File: src/rtl/run_sequencer_if.sv
// run_sequencer_if: groups the run sequencer's host, preload, memory and core signals.
//   master : host/bench side; drives go, abort, the load stream and core_halt.
//   slave  : sequencer side; drives ld_ready, memory write port, core_start and status.
// Signals:
//   go, abort                   run request / return-to-idle
//   ld_valid/ready/addr/data/last  preload word stream (valid/ready)
//   mem_we/addr/wdata, mem_reset   data-memory write port and clear
//   core_start, core_halt          core init line and its done flag
//   busy, done, timeout, run_cycles, words_loaded  run status
interface run_sequencer_if #(
    parameter int unsigned AW = 8,
    parameter int unsigned DW = 8
);
    logic          go;
    logic          abort;
    logic          ld_valid;
    logic          ld_ready;
    logic [AW-1:0] ld_addr;
    logic [DW-1:0] ld_data;
    logic          ld_last;
    logic          mem_we;
    logic [AW-1:0] mem_addr;
    logic [DW-1:0] mem_wdata;
    logic          mem_reset;
    logic          core_start;
    logic          core_halt;
    logic          busy;
    logic          done;
    logic          timeout;
    logic [15:0]   run_cycles;
    logic [AW:0]   words_loaded;

    modport master (
        output go, abort, ld_valid, ld_addr, ld_data, ld_last, core_halt,
        input  ld_ready, mem_we, mem_addr, mem_wdata, mem_reset, core_start,
               busy, done, timeout, run_cycles, words_loaded
    );

    modport slave (
        input  go, abort, ld_valid, ld_addr, ld_data, ld_last, core_halt,
        output ld_ready, mem_we, mem_addr, mem_wdata, mem_reset, core_start,
               busy, done, timeout, run_cycles, words_loaded
    );
endinterface

File: src/rtl/run_sequencer.sv
// run_sequencer: owns the core's init line and the data-memory reset. Clears and
// preloads data memory from a valid/ready word stream, releases the core, then
// watches core_halt with a watchdog. Back-to-back runs need no global reset.
// Ports:
//   CLK    clock, posedge
//   reset  asynchronous active-low reset
//   bus    run_sequencer_if.slave (load stream in, memory write port, core
//          start/halt, status: busy, done, timeout, run_cycles, words_loaded)
// busy and ld_ready decode directly from state; every other output is registered.
module run_sequencer #(
    parameter int unsigned START_CYCLES = 2,
    parameter int unsigned TIMEOUT      = 16'hFFFF,
    parameter int unsigned AW           = 8,
    parameter int unsigned DW           = 8
) (
    input logic            CLK,
    input logic            reset,
    run_sequencer_if.slave bus
);

    localparam int unsigned SCW = $clog2(START_CYCLES) + 1;
    localparam int unsigned RCW = 16;
    localparam int unsigned WLW = AW + 1;

    localparam logic [SCW-1:0] START_LOAD = SCW'(START_CYCLES - 1);
    localparam logic [RCW-1:0] RUN_LIMIT  = RCW'(TIMEOUT - 1);
    localparam logic [WLW-1:0] WL_MAX     = {1'b1, {AW{1'b0}}};

    typedef enum logic [2:0] {
        S_IDLE,
        S_START,
        S_LOAD,
        S_DRAIN,
        S_RUN,
        S_DONE,
        S_TOUT
    } state_t;

    state_t         state_q, state_d;
    logic [SCW-1:0] start_cnt_q, start_cnt_d;
    logic           mem_we_q, mem_we_d;
    logic [AW-1:0]  mem_addr_q, mem_addr_d;
    logic [DW-1:0]  mem_wdata_q, mem_wdata_d;
    logic           mem_reset_q, mem_reset_d;
    logic           core_start_q, core_start_d;
    logic           done_q, done_d;
    logic           timeout_q, timeout_d;
    logic [RCW-1:0] run_cycles_q, run_cycles_d;
    logic [WLW-1:0] words_loaded_q, words_loaded_d;

    // State and registered outputs
    always_ff @(posedge CLK or negedge reset) begin
        if (!reset) begin
            state_q        <= S_IDLE;
            start_cnt_q    <= '0;
            mem_we_q       <= 1'b0;
            mem_addr_q     <= '0;
            mem_wdata_q    <= '0;
            mem_reset_q    <= 1'b0;
            core_start_q   <= 1'b1;
            done_q         <= 1'b0;
            timeout_q      <= 1'b0;
            run_cycles_q   <= '0;
            words_loaded_q <= '0;
        end else begin
            state_q        <= state_d;
            start_cnt_q    <= start_cnt_d;
            mem_we_q       <= mem_we_d;
            mem_addr_q     <= mem_addr_d;
            mem_wdata_q    <= mem_wdata_d;
            mem_reset_q    <= mem_reset_d;
            core_start_q   <= core_start_d;
            done_q         <= done_d;
            timeout_q      <= timeout_d;
            run_cycles_q   <= run_cycles_d;
            words_loaded_q <= words_loaded_d;
        end
    end

    // Next state and next values of the registered outputs
    always_comb begin
        state_d        = state_q;
        start_cnt_d    = start_cnt_q;
        mem_we_d       = 1'b0;
        mem_addr_d     = mem_addr_q;
        mem_wdata_d    = mem_wdata_q;
        done_d         = done_q;
        timeout_d      = timeout_q;
        run_cycles_d   = run_cycles_q;
        words_loaded_d = words_loaded_q;

        case (state_q)
            S_IDLE: begin
                if (bus.go) begin
                    state_d = S_START;
                end
            end

            S_START: begin
                if (start_cnt_q == '0) begin
                    state_d = S_LOAD;
                end else begin
                    start_cnt_d = start_cnt_q - SCW'(1);
                end
            end

            S_LOAD: begin
                // ld_ready is high throughout LOAD, so ld_valid alone marks a transfer
                if (bus.ld_valid) begin
                    mem_we_d    = 1'b1;
                    mem_addr_d  = bus.ld_addr;
                    mem_wdata_d = bus.ld_data;
                    if (words_loaded_q != WL_MAX) begin
                        words_loaded_d = words_loaded_q + WLW'(1);
                    end
                    if (bus.ld_last) begin
                        state_d = S_DRAIN;
                    end
                end
            end

            S_DRAIN: begin
                state_d = S_RUN;
            end

            S_RUN: begin
                // Halt beats the watchdog when both land on the same cycle
                if (bus.core_halt) begin
                    state_d = S_DONE;
                    done_d  = 1'b1;
                end else if (run_cycles_q == RUN_LIMIT) begin
                    state_d   = S_TOUT;
                    timeout_d = 1'b1;
                end else begin
                    run_cycles_d = run_cycles_q + RCW'(1);
                end
            end

            S_DONE, S_TOUT: begin
                if (bus.go) begin
                    state_d = S_START;
                end
            end

            default: begin
                state_d = S_IDLE;
            end
        endcase

        // Abort overrides everything: drop any in-flight word, keep the status
        if (bus.abort) begin
            state_d        = S_IDLE;
            start_cnt_d    = start_cnt_q;
            mem_we_d       = 1'b0;
            mem_addr_d     = mem_addr_q;
            mem_wdata_d    = mem_wdata_q;
            done_d         = done_q;
            timeout_d      = timeout_q;
            run_cycles_d   = run_cycles_q;
            words_loaded_d = words_loaded_q;
        end

        // Every entry to START begins a fresh run
        if ((state_d == S_START) && (state_q != S_START)) begin
            start_cnt_d    = START_LOAD;
            done_d         = 1'b0;
            timeout_d      = 1'b0;
            run_cycles_d   = '0;
            words_loaded_d = '0;
        end

        // Level outputs follow the state being entered so they align with it
        mem_reset_d  = (state_d == S_START);
        core_start_d = !((state_d == S_RUN) || (state_d == S_DONE));
    end

    assign bus.busy         = (state_q == S_START) || (state_q == S_LOAD) ||
                              (state_q == S_DRAIN) || (state_q == S_RUN);
    assign bus.ld_ready     = (state_q == S_LOAD);
    assign bus.mem_we       = mem_we_q;
    assign bus.mem_addr     = mem_addr_q;
    assign bus.mem_wdata    = mem_wdata_q;
    assign bus.mem_reset    = mem_reset_q;
    assign bus.core_start   = core_start_q;
    assign bus.done         = done_q;
    assign bus.timeout      = timeout_q;
    assign bus.run_cycles   = run_cycles_q;
    assign bus.words_loaded = words_loaded_q;

endmodule

File: src/flat_wrapper.sv
// flat-port wrapper written by rule: the top's interface ports become plain ports
module run_sequencer_flat 
#(
    parameter int unsigned START_CYCLES = 2,
    parameter int unsigned TIMEOUT      = 16'hFFFF,
    parameter int unsigned AW           = 8,
    parameter int unsigned DW           = 8
)
  (CLK, reset, bus_go, bus_abort, bus_ld_valid, bus_ld_addr, bus_ld_data, bus_ld_last, bus_core_halt, bus_ld_ready, bus_mem_we, bus_mem_addr, bus_mem_wdata, bus_mem_reset, bus_core_start, bus_busy, bus_done, bus_timeout, bus_run_cycles, bus_words_loaded);
  run_sequencer_if #(.AW(AW), .DW(DW)) bus_i ();
  input logic CLK;
  input logic reset;
  input wire logic [$bits(bus_i.go)-1:0] bus_go;
  input wire logic [$bits(bus_i.abort)-1:0] bus_abort;
  input wire logic [$bits(bus_i.ld_valid)-1:0] bus_ld_valid;
  input wire logic [$bits(bus_i.ld_addr)-1:0] bus_ld_addr;
  input wire logic [$bits(bus_i.ld_data)-1:0] bus_ld_data;
  input wire logic [$bits(bus_i.ld_last)-1:0] bus_ld_last;
  input wire logic [$bits(bus_i.core_halt)-1:0] bus_core_halt;
  output wire logic [$bits(bus_i.ld_ready)-1:0] bus_ld_ready;
  output wire logic [$bits(bus_i.mem_we)-1:0] bus_mem_we;
  output wire logic [$bits(bus_i.mem_addr)-1:0] bus_mem_addr;
  output wire logic [$bits(bus_i.mem_wdata)-1:0] bus_mem_wdata;
  output wire logic [$bits(bus_i.mem_reset)-1:0] bus_mem_reset;
  output wire logic [$bits(bus_i.core_start)-1:0] bus_core_start;
  output wire logic [$bits(bus_i.busy)-1:0] bus_busy;
  output wire logic [$bits(bus_i.done)-1:0] bus_done;
  output wire logic [$bits(bus_i.timeout)-1:0] bus_timeout;
  output wire logic [$bits(bus_i.run_cycles)-1:0] bus_run_cycles;
  output wire logic [$bits(bus_i.words_loaded)-1:0] bus_words_loaded;
  assign bus_i.go = bus_go;
  assign bus_i.abort = bus_abort;
  assign bus_i.ld_valid = bus_ld_valid;
  assign bus_i.ld_addr = bus_ld_addr;
  assign bus_i.ld_data = bus_ld_data;
  assign bus_i.ld_last = bus_ld_last;
  assign bus_i.core_halt = bus_core_halt;
  assign bus_ld_ready = bus_i.ld_ready;
  assign bus_mem_we = bus_i.mem_we;
  assign bus_mem_addr = bus_i.mem_addr;
  assign bus_mem_wdata = bus_i.mem_wdata;
  assign bus_mem_reset = bus_i.mem_reset;
  assign bus_core_start = bus_i.core_start;
  assign bus_busy = bus_i.busy;
  assign bus_done = bus_i.done;
  assign bus_timeout = bus_i.timeout;
  assign bus_run_cycles = bus_i.run_cycles;
  assign bus_words_loaded = bus_i.words_loaded;
  run_sequencer #(.START_CYCLES(START_CYCLES), .TIMEOUT(TIMEOUT), .AW(AW), .DW(DW)) u_core (.CLK(CLK), .reset(reset), .bus(bus_i));
endmodule
File: config.mk
export PLATFORM = sky130hd
export DESIGN_NAME = run_sequencer_flat
export DESIGN_NICKNAME = d
export VERILOG_FILES = /design/src/rtl/run_sequencer_if.sv /design/src/rtl/run_sequencer.sv /design/src/flat_wrapper.sv
export SDC_FILE = /design/constraint.sdc
export NUM_CORES = 1
export LEC_CHECK = 0
export CAP_MARGIN = 10
export CORE_ASPECT_RATIO = 0.7
export CORE_UTILIZATION = 43
export DETAILED_ROUTE_END_ITERATION = 8
export PLACE_DENSITY = 0.73
export SLEW_MARGIN = 20
export SYNTH_ARGS = -nofsm -noshare
export SYNTH_HDL_FRONTEND = slang
export SYNTH_SLANG_ARGS = --single-unit
File: constraint.sdc
create_clock -name CLK -period 1.75 [get_ports CLK]
set_input_delay 0.35 -clock CLK [delete_from_list [all_inputs] [get_ports CLK]]
set_output_delay 0.35 -clock CLK [all_outputs]
set_load 0.05 [all_outputs]
* Yosys cells after proc, flatten, opt, wreduce, memory -nomap -nowiden
Cells that the tools add are included.
** Storage, ports and cells
- Word-level logic and storage cells :: 87
- Memories :: 0
- Bits in writable memories :: 0
- Output and inout bits :: 48
- Latch bits :: 0
- Register bits after elaboration :: 51
- Input port bits :: 23
- Memory bits (read-only) :: 0
** Cells by class
- Bitwise logic cells :: 1
- Div/mod/pow operators :: 0
- Reduce and logical (&&, ||, !) cells :: 22
- Eq/ne operators :: 16
- Shift-type cells :: 0
- Magnitude comparators :: 0
- $mul :: 0
- $add $sub $neg :: 3
- Multiplexer cells :: 34
** Operators by type and width (number)
- $mux 16 :: 5
- $mux 9 :: 5
- $mux 3 :: 7
- $add 16x1->16 const B :: 1
- $eq 16x16->1 const B :: 1
- $eq 3x3->1 const B :: 5
- $pmux 3 s5 :: 1
- $reduce_bool 2->1 :: 7
- $mux 1 :: 12
- $reduce_and 4->1 :: 3
- $add 9x1->9 const B :: 1
- $ne 9x9->1 const B :: 1
- $reduce_and 3->1 :: 3
- $mux 2 :: 4
- $eq 3x1->1 const B :: 2
- $eq 3x2->1 const B :: 2
- $logic_or 1x1->1 :: 4
- $ne 2x1->1 const B :: 2
- $ne 2x2->1 const B :: 2
- $logic_not 3->1 :: 1
- $ne 3x1->1 const B :: 1
- $reduce_or 3->1 :: 1
- $logic_not 2->1 :: 1
- $sub 2x1->2 const B :: 1
- other kinds (3) :: 3

* Longest topological paths before layout
- Word-level depth :: 9
- Depth in mapped cells :: 9

* Least setup slack after synthesis
OpenSTA, ideal clock, no wires.
- Path type :: register to register
- From :: reg u_core.run_cycles_q[0], in the netlist u_core.bus.run_cycles[0]
- To :: reg u_core.done_q, in the netlist u_core.bus.done
- Setup slack :: -461 ps
- Buffers on the path :: 2
- Data arrival time :: 2074 ps
- Stages on the path, launching flop included :: 9
- Library setup time :: 137 ps
- Period minus slack after synthesis :: 2211 ps
- Path through :: dfrtp_1 > inv_1 > ha_1 > and2_1 > and4_1 > a21oi_1 > buf_2 > clkbuf_1 > a21oi_1
** On the way
- Longest elaborated chain between the ends :: 9
- Elaborated cells on any way between the ends :: 12
** RTL lines
- start, declared :: RTL line run_sequencer.sv:48 : logic [RCW-1:0] run_cycles_q, run_cycles_d;
- start signal, assigned :: RTL line run_sequencer.sv:75 : run_cycles_q <= run_cycles_d;
- $eq 16x16->1 * :: RTL line run_sequencer.sv:131 : end else if (run_cycles_q == RUN_LIMIT) begin
- $mux 3 * :: RTL line run_sequencer.sv:131
- $mux 3 * :: RTL line run_sequencer.sv:128 : if (bus.core_halt) begin
- $pmux 3 s5 * :: RTL line run_sequencer.sv:92 : case (state_q)
- $mux 3 * :: RTL line run_sequencer.sv:151 : if (bus.abort) begin
- $eq 3x1->1 * :: RTL line run_sequencer.sv:164 : if ((state_d == S_START) && (state_q != S_START)) begin
- $logic_and 1x1->1 * :: RTL line run_sequencer.sv:164
- $ne 2x1->1 (no line) or $reduce_bool 2->1 (tied branches)
- $reduce_and 3->1 (no line)
- end signal, assigned :: RTL line run_sequencer.sv:73 : done_q <= done_d;
- end, declared :: RTL line run_sequencer.sv:46 : logic done_q, done_d;
Every way passes the cells marked *; elsewhere a longest branch is shown, timed or not.
A chain may end at the register's enable or synchronous reset.

* Worst setup path after layout
- From :: reg u_core.state_q[0]
- To :: reg u_core.run_cycles_q[14], in the netlist u_core.bus.run_cycles[14]
** On the way
- Longest elaborated chain between the ends :: 8
- Elaborated cells on any way between the ends :: 25
** RTL lines
- start, declared :: RTL line run_sequencer.sv:39 : state_t state_q, state_d;
- start signal, assigned :: RTL line run_sequencer.sv:66 : state_q <= state_d;
- $eq 3x3->1, or another cell as far along :: RTL line run_sequencer.sv:92
- $reduce_or 3->1 (no line), or another cell as far along
- $pmux 3 s5 :: RTL line run_sequencer.sv:92
- $mux 3 :: RTL line run_sequencer.sv:151
- $eq 3x1->1 :: RTL line run_sequencer.sv:164
- $logic_and 1x1->1 :: RTL line run_sequencer.sv:164
- $ne 2x2->1 (no line), or another cell as far along
- $reduce_and 4->1 (no line)
Several ways; a longest one is shown, not always the timed one.

==> flow_metrics.tcl <==
set metrics [dict create \
    grt.total_usage 0.247 \
    instances_no_fill 441 \
    maxCapViolations 0 \
    period_share 1.13 \
    seq_area_frac_synth 0.499 \
    whs_ns 0.524 \
    violations "negative setup slack" \
    gp_congestion 0.818 \
    setup_ws_ns -0.228 \
    cts_root_buf "clkbuf_8" \
    setup-violations-final 50 \
    startpoint_type "flop" \
    clock.fmax_ghz 0.506 \
    crit_required_ns 1.99 \
    cp.arrival_ns 2.22 \
    irDropWorstVdd_v 0.000477 \
    grt_max_degree 37 \
    drt_iter0_markers 92 \
    ys_warn_count 0 \
    use_met2 0.390 \
    clock_latency_ns 0.31 \
    synth_cells 237 \
    cts.sinks 51 \
    worstPathMaxFanout 4 \
    core_area_sq_mm 0.00573 \
    cellPowerDensity_mw_per_mm2 1130 \
    crit_type "reg -> reg" \
    synth.ff_latch_count 51 \
    wl_um 7970 \
    r2r_end "u_core.bus.run_cycles[14]" \
    seq_power_share 0.336 \
    r2r_setup_slack_ns -0.23 \
    busiest_layer "met2" \
    clock_path_buffers 2 \
    cts_buffers 5 \
    grt_pass1_wl_um 11800 \
    gr-usage-met1 0.347 \
    area_delta_synth_final_pct 60.5 \
    firstDrtPassIters 4 \
    overflow 0 \
    power_frac_comb 0.482 \
    synth.mux.area_fraction 0.0743 \
    worst_pin_slew_ns 0.521 \
    netSwitchingFraction 0.406 \
    hold_violations 0 \
    regToRegStartpoint "u_core.state_q[0]" \
    place_inst 418 \
    rsz0062_at_grt "yes" \
    htreeDepth 2 \
    dp_slack_ns -0.477 \
    cp-endpoint "u_core.bus.run_cycles[14]" \
    cts_tree "done" \
    hpwlAfterDp_um 4860 \
    diodes 0 \
    worstSetupStartpoint "u_core.state_q[0]" \
    port_buffers 70 \
    min_period_ns 1.98 \
    num_io_pins 71 \
    synth_fp_nets 265 \
    netlist_area_sq_mm 0.00256 \
    hold_class "reg -> reg" \
    slew_headroom 0.653 \
    fillers 397 \
    reg2reg_depth 5 \
    die_w_um 94.2 \
    final_layout_size_suffix_gt1_frac 0.481 \
    leakage_nw 1.94 \
    rows 23 \
    final_nets 393 \
    switching_power_mw 1.88 \
    clkPwrFrac 0.181 \
    floorplan.initialDensity 0.447 \
    die_h_um 66.6 \
    synth_fa_ha_area_frac 0.0244 \
    wl_per_cell_um 18.1 \
    endpoint_kind "flop" \
    viasPerCell 5.51 \
    grt_pass1_vias 2389 \
    slew_violations 0 \
    fin_worst_skew_ns 0.0124 \
    antenna_left 0 \
    synth_top_family_by_area "simple AND/OR/NAND/NOR gates" \
    synth_area_per_cell_sq_um 10.8 \
    use_met3 0.0400 \
    vias 2428 \
    clk_pin_slew_worst_paths_ns 0.10 \
    internal-power_mw 2.76 \
    die-area_sq_mm 0.00627 \
    synth_compound_area_frac 0.114 \
    synth.distinct_cells 45 \
    drc_errors 0 \
    synth_xor_area_frac 0.0753 \
    antenna_found_initial 0 \
    yosys.area_share.simple 0.174 \
    run_status "complete, but fails checks" \
]
## through the flow
stage | utilization | power, mW | setup TNS [ns] | area (sq um)
floorplan | - | 2.77 | -0.939 | 2630
global route | 0.717 | 4.80 | -9.67 | 4110
finish | 0.717 | 4.64 | -7.68 | 4110
detailed placement | 0.635 | 3.47 | -17.19 | 3640
global placement | 0.635 | 3.42 | -16.05 | 3640
CTS | 0.700 | 4.53 | -4.05 | 4010
## how the worst min path moves through the flow
stage | start | end | slack (ns) | cells after the start
4_1_cts | reset | u_core.bus.mem_wdata[6] | 0.50 | 2
3_5_place_dp | reset | u_core.bus.mem_wdata[6] | 0.29 | 1
2_1_floorplan | reset | u_core.bus.done | 0.05 | 0
3_3_place_gp | reset | u_core.bus.mem_wdata[5] | 0.29 | 1
5_1_grt | u_core.bus.mem_addr[0] | u_core.bus.mem_addr[0] | 0.53 | 1
6_report | u_core.bus.mem_addr[5] | u_core.bus.mem_addr[5] | 0.52 | 1
## routing by layer
metal / wire, um / part of all wire / vias up
met1: 3450 / 0.43 / 1225
met3: 463 / 0.058 / 15
li1: - / - / 1103
met2: 3930 / 0.49 / 85
met4: 129 / 0.016 / 0
met5: 0 / 0 / -
## registers in the layout, indices dropped and copies added, names as in the netlist
register / flops
u_core.state_q: 3
u_core.start_cnt_q: 2
u_core.bus.run_cycles: 16
u_core.bus.mem_reset: 1
u_core.bus.mem_wdata: 8
u_core.bus.mem_we: 1
u_core.bus.timeout: 1
u_core.bus.mem_addr: 8
u_core.bus.words_loaded: 9
u_core.bus.done: 1
u_core.bus.core_start: 1
## layout make-up
class | instances | area [sq um] | share of cell area
clock buffers | 6 | 72.6 | 0.0177
clock inverters | 2 | 37.5 | 0.00914
inverters | 8 | 30.0 | 0.00731
multi-input cells | 166 | 1380 | 0.336
flip-flops and latches | 51 | 1290 | 0.315
well taps | 75 | 93.8 | 0.0228
repair buffers | 133 | 1200 | 0.292
## cell usage in the layout (no fill, tap or decap), drive strengths merged, types with 4 or more instances in the layout
master           n
buf            110
dfrtp           50
a21oi           32
clkdlybuf4s50   20
xor2            17
mux2            16
nand2           12
nand4           11
nand3            9
inv              8
clkbuf           7
nor2             7
and3             6
o21ai            6
xnor2            5
ha               5
and2             4
nor4             4
## cells in the mapped netlist
library cell	instances	share of area
mux2i_1	1	0.0039
nand2_1	12	0.018
dfstp_2	1	0.010
a21o_1	2	0.0059
nor4b_1	1	0.0034
nand3_1	9	0.018
o21a_1	1	0.0029
nor4_1	3	0.0073
buf_6	1	0.0044
o31a_1	1	0.0034
inv_1	8	0.012
and2_1	4	0.0098
nand2b_1	3	0.0073
nor4_4	1	0.0083
o21ai_0	6	0.012
nand4_2	1	0.0049
or3b_2	1	0.0034
nor4bb_1	1	0.0039
nand4_1	10	0.024
buf_1	1	0.0015
a22oi_1	2	0.0059
buf_4	1	0.0029
a221oi_1	1	0.0034
or3_1	1	0.0024
or2b_1	1	0.0029
or4b_4	2	0.011
nor3_4	1	0.0064
a21oi_1	31	0.061
o211ai_1	2	0.0059
a211oi_1	2	0.0059
dfrtp_1	50	0.49
nor3_1	2	0.0039
and3_1	6	0.015
nor2_1	7	0.010
buf_2	8	0.016
and4_1	2	0.0068
clkbuf_1	2	0.0029
a22oi_2	1	0.0049
a311o_1	1	0.0039
mux2_2	16	0.070
xor2_1	17	0.058
or2_2	2	0.0049
xnor2_1	5	0.017
nor2b_1	1	0.0024
ha_1	5	0.024
## power groups by stage
| stage | Clock [mW] | Sequential [mW] | Combinational (mW) |
|---|---|---|---|
| after floorplan | 0 | 2.17 | 0.598 |
| after global placement | 0 | 1.54 | 1.88 |
| after detailed placement | 0 | 1.56 | 1.91 |
| after CTS | 0.837 | 1.54 | 2.15 |
| after global routing | 0.893 | 1.57 | 2.34 |
| final | 0.842 | 1.56 | 2.24 |
## worst max-delay path: stages (launching register included)
cell     delay, ns
dfrtp_2       0.47
or4b_4        0.58
nor3_4        0.22
nand4_2       0.14
or3_4         0.39
a22oi_2       0.11
## what timing repair did
action / 4_1_cts / 5_1_grt
resized for setup: 42 / 11
setup buffers: 9 / 3
cloned: 1 / 2
hold endpoints to repair: 14 / 0
hold buffers: 1 / 0
pin swaps: 5 / 11
setup endpoints to repair: 48 / 50
## cell families after synthesis
logic type / count (synthesis)
AO/OA/AOI/OAI: 50
XOR/XNOR: 22
buffers and inverters: 21
multiplexers: 17
adder cells (fa/ha/maj): 5
AND/OR/NAND/NOR: 71
flip-flops: 51
Power figures use the tool's default switching activity.
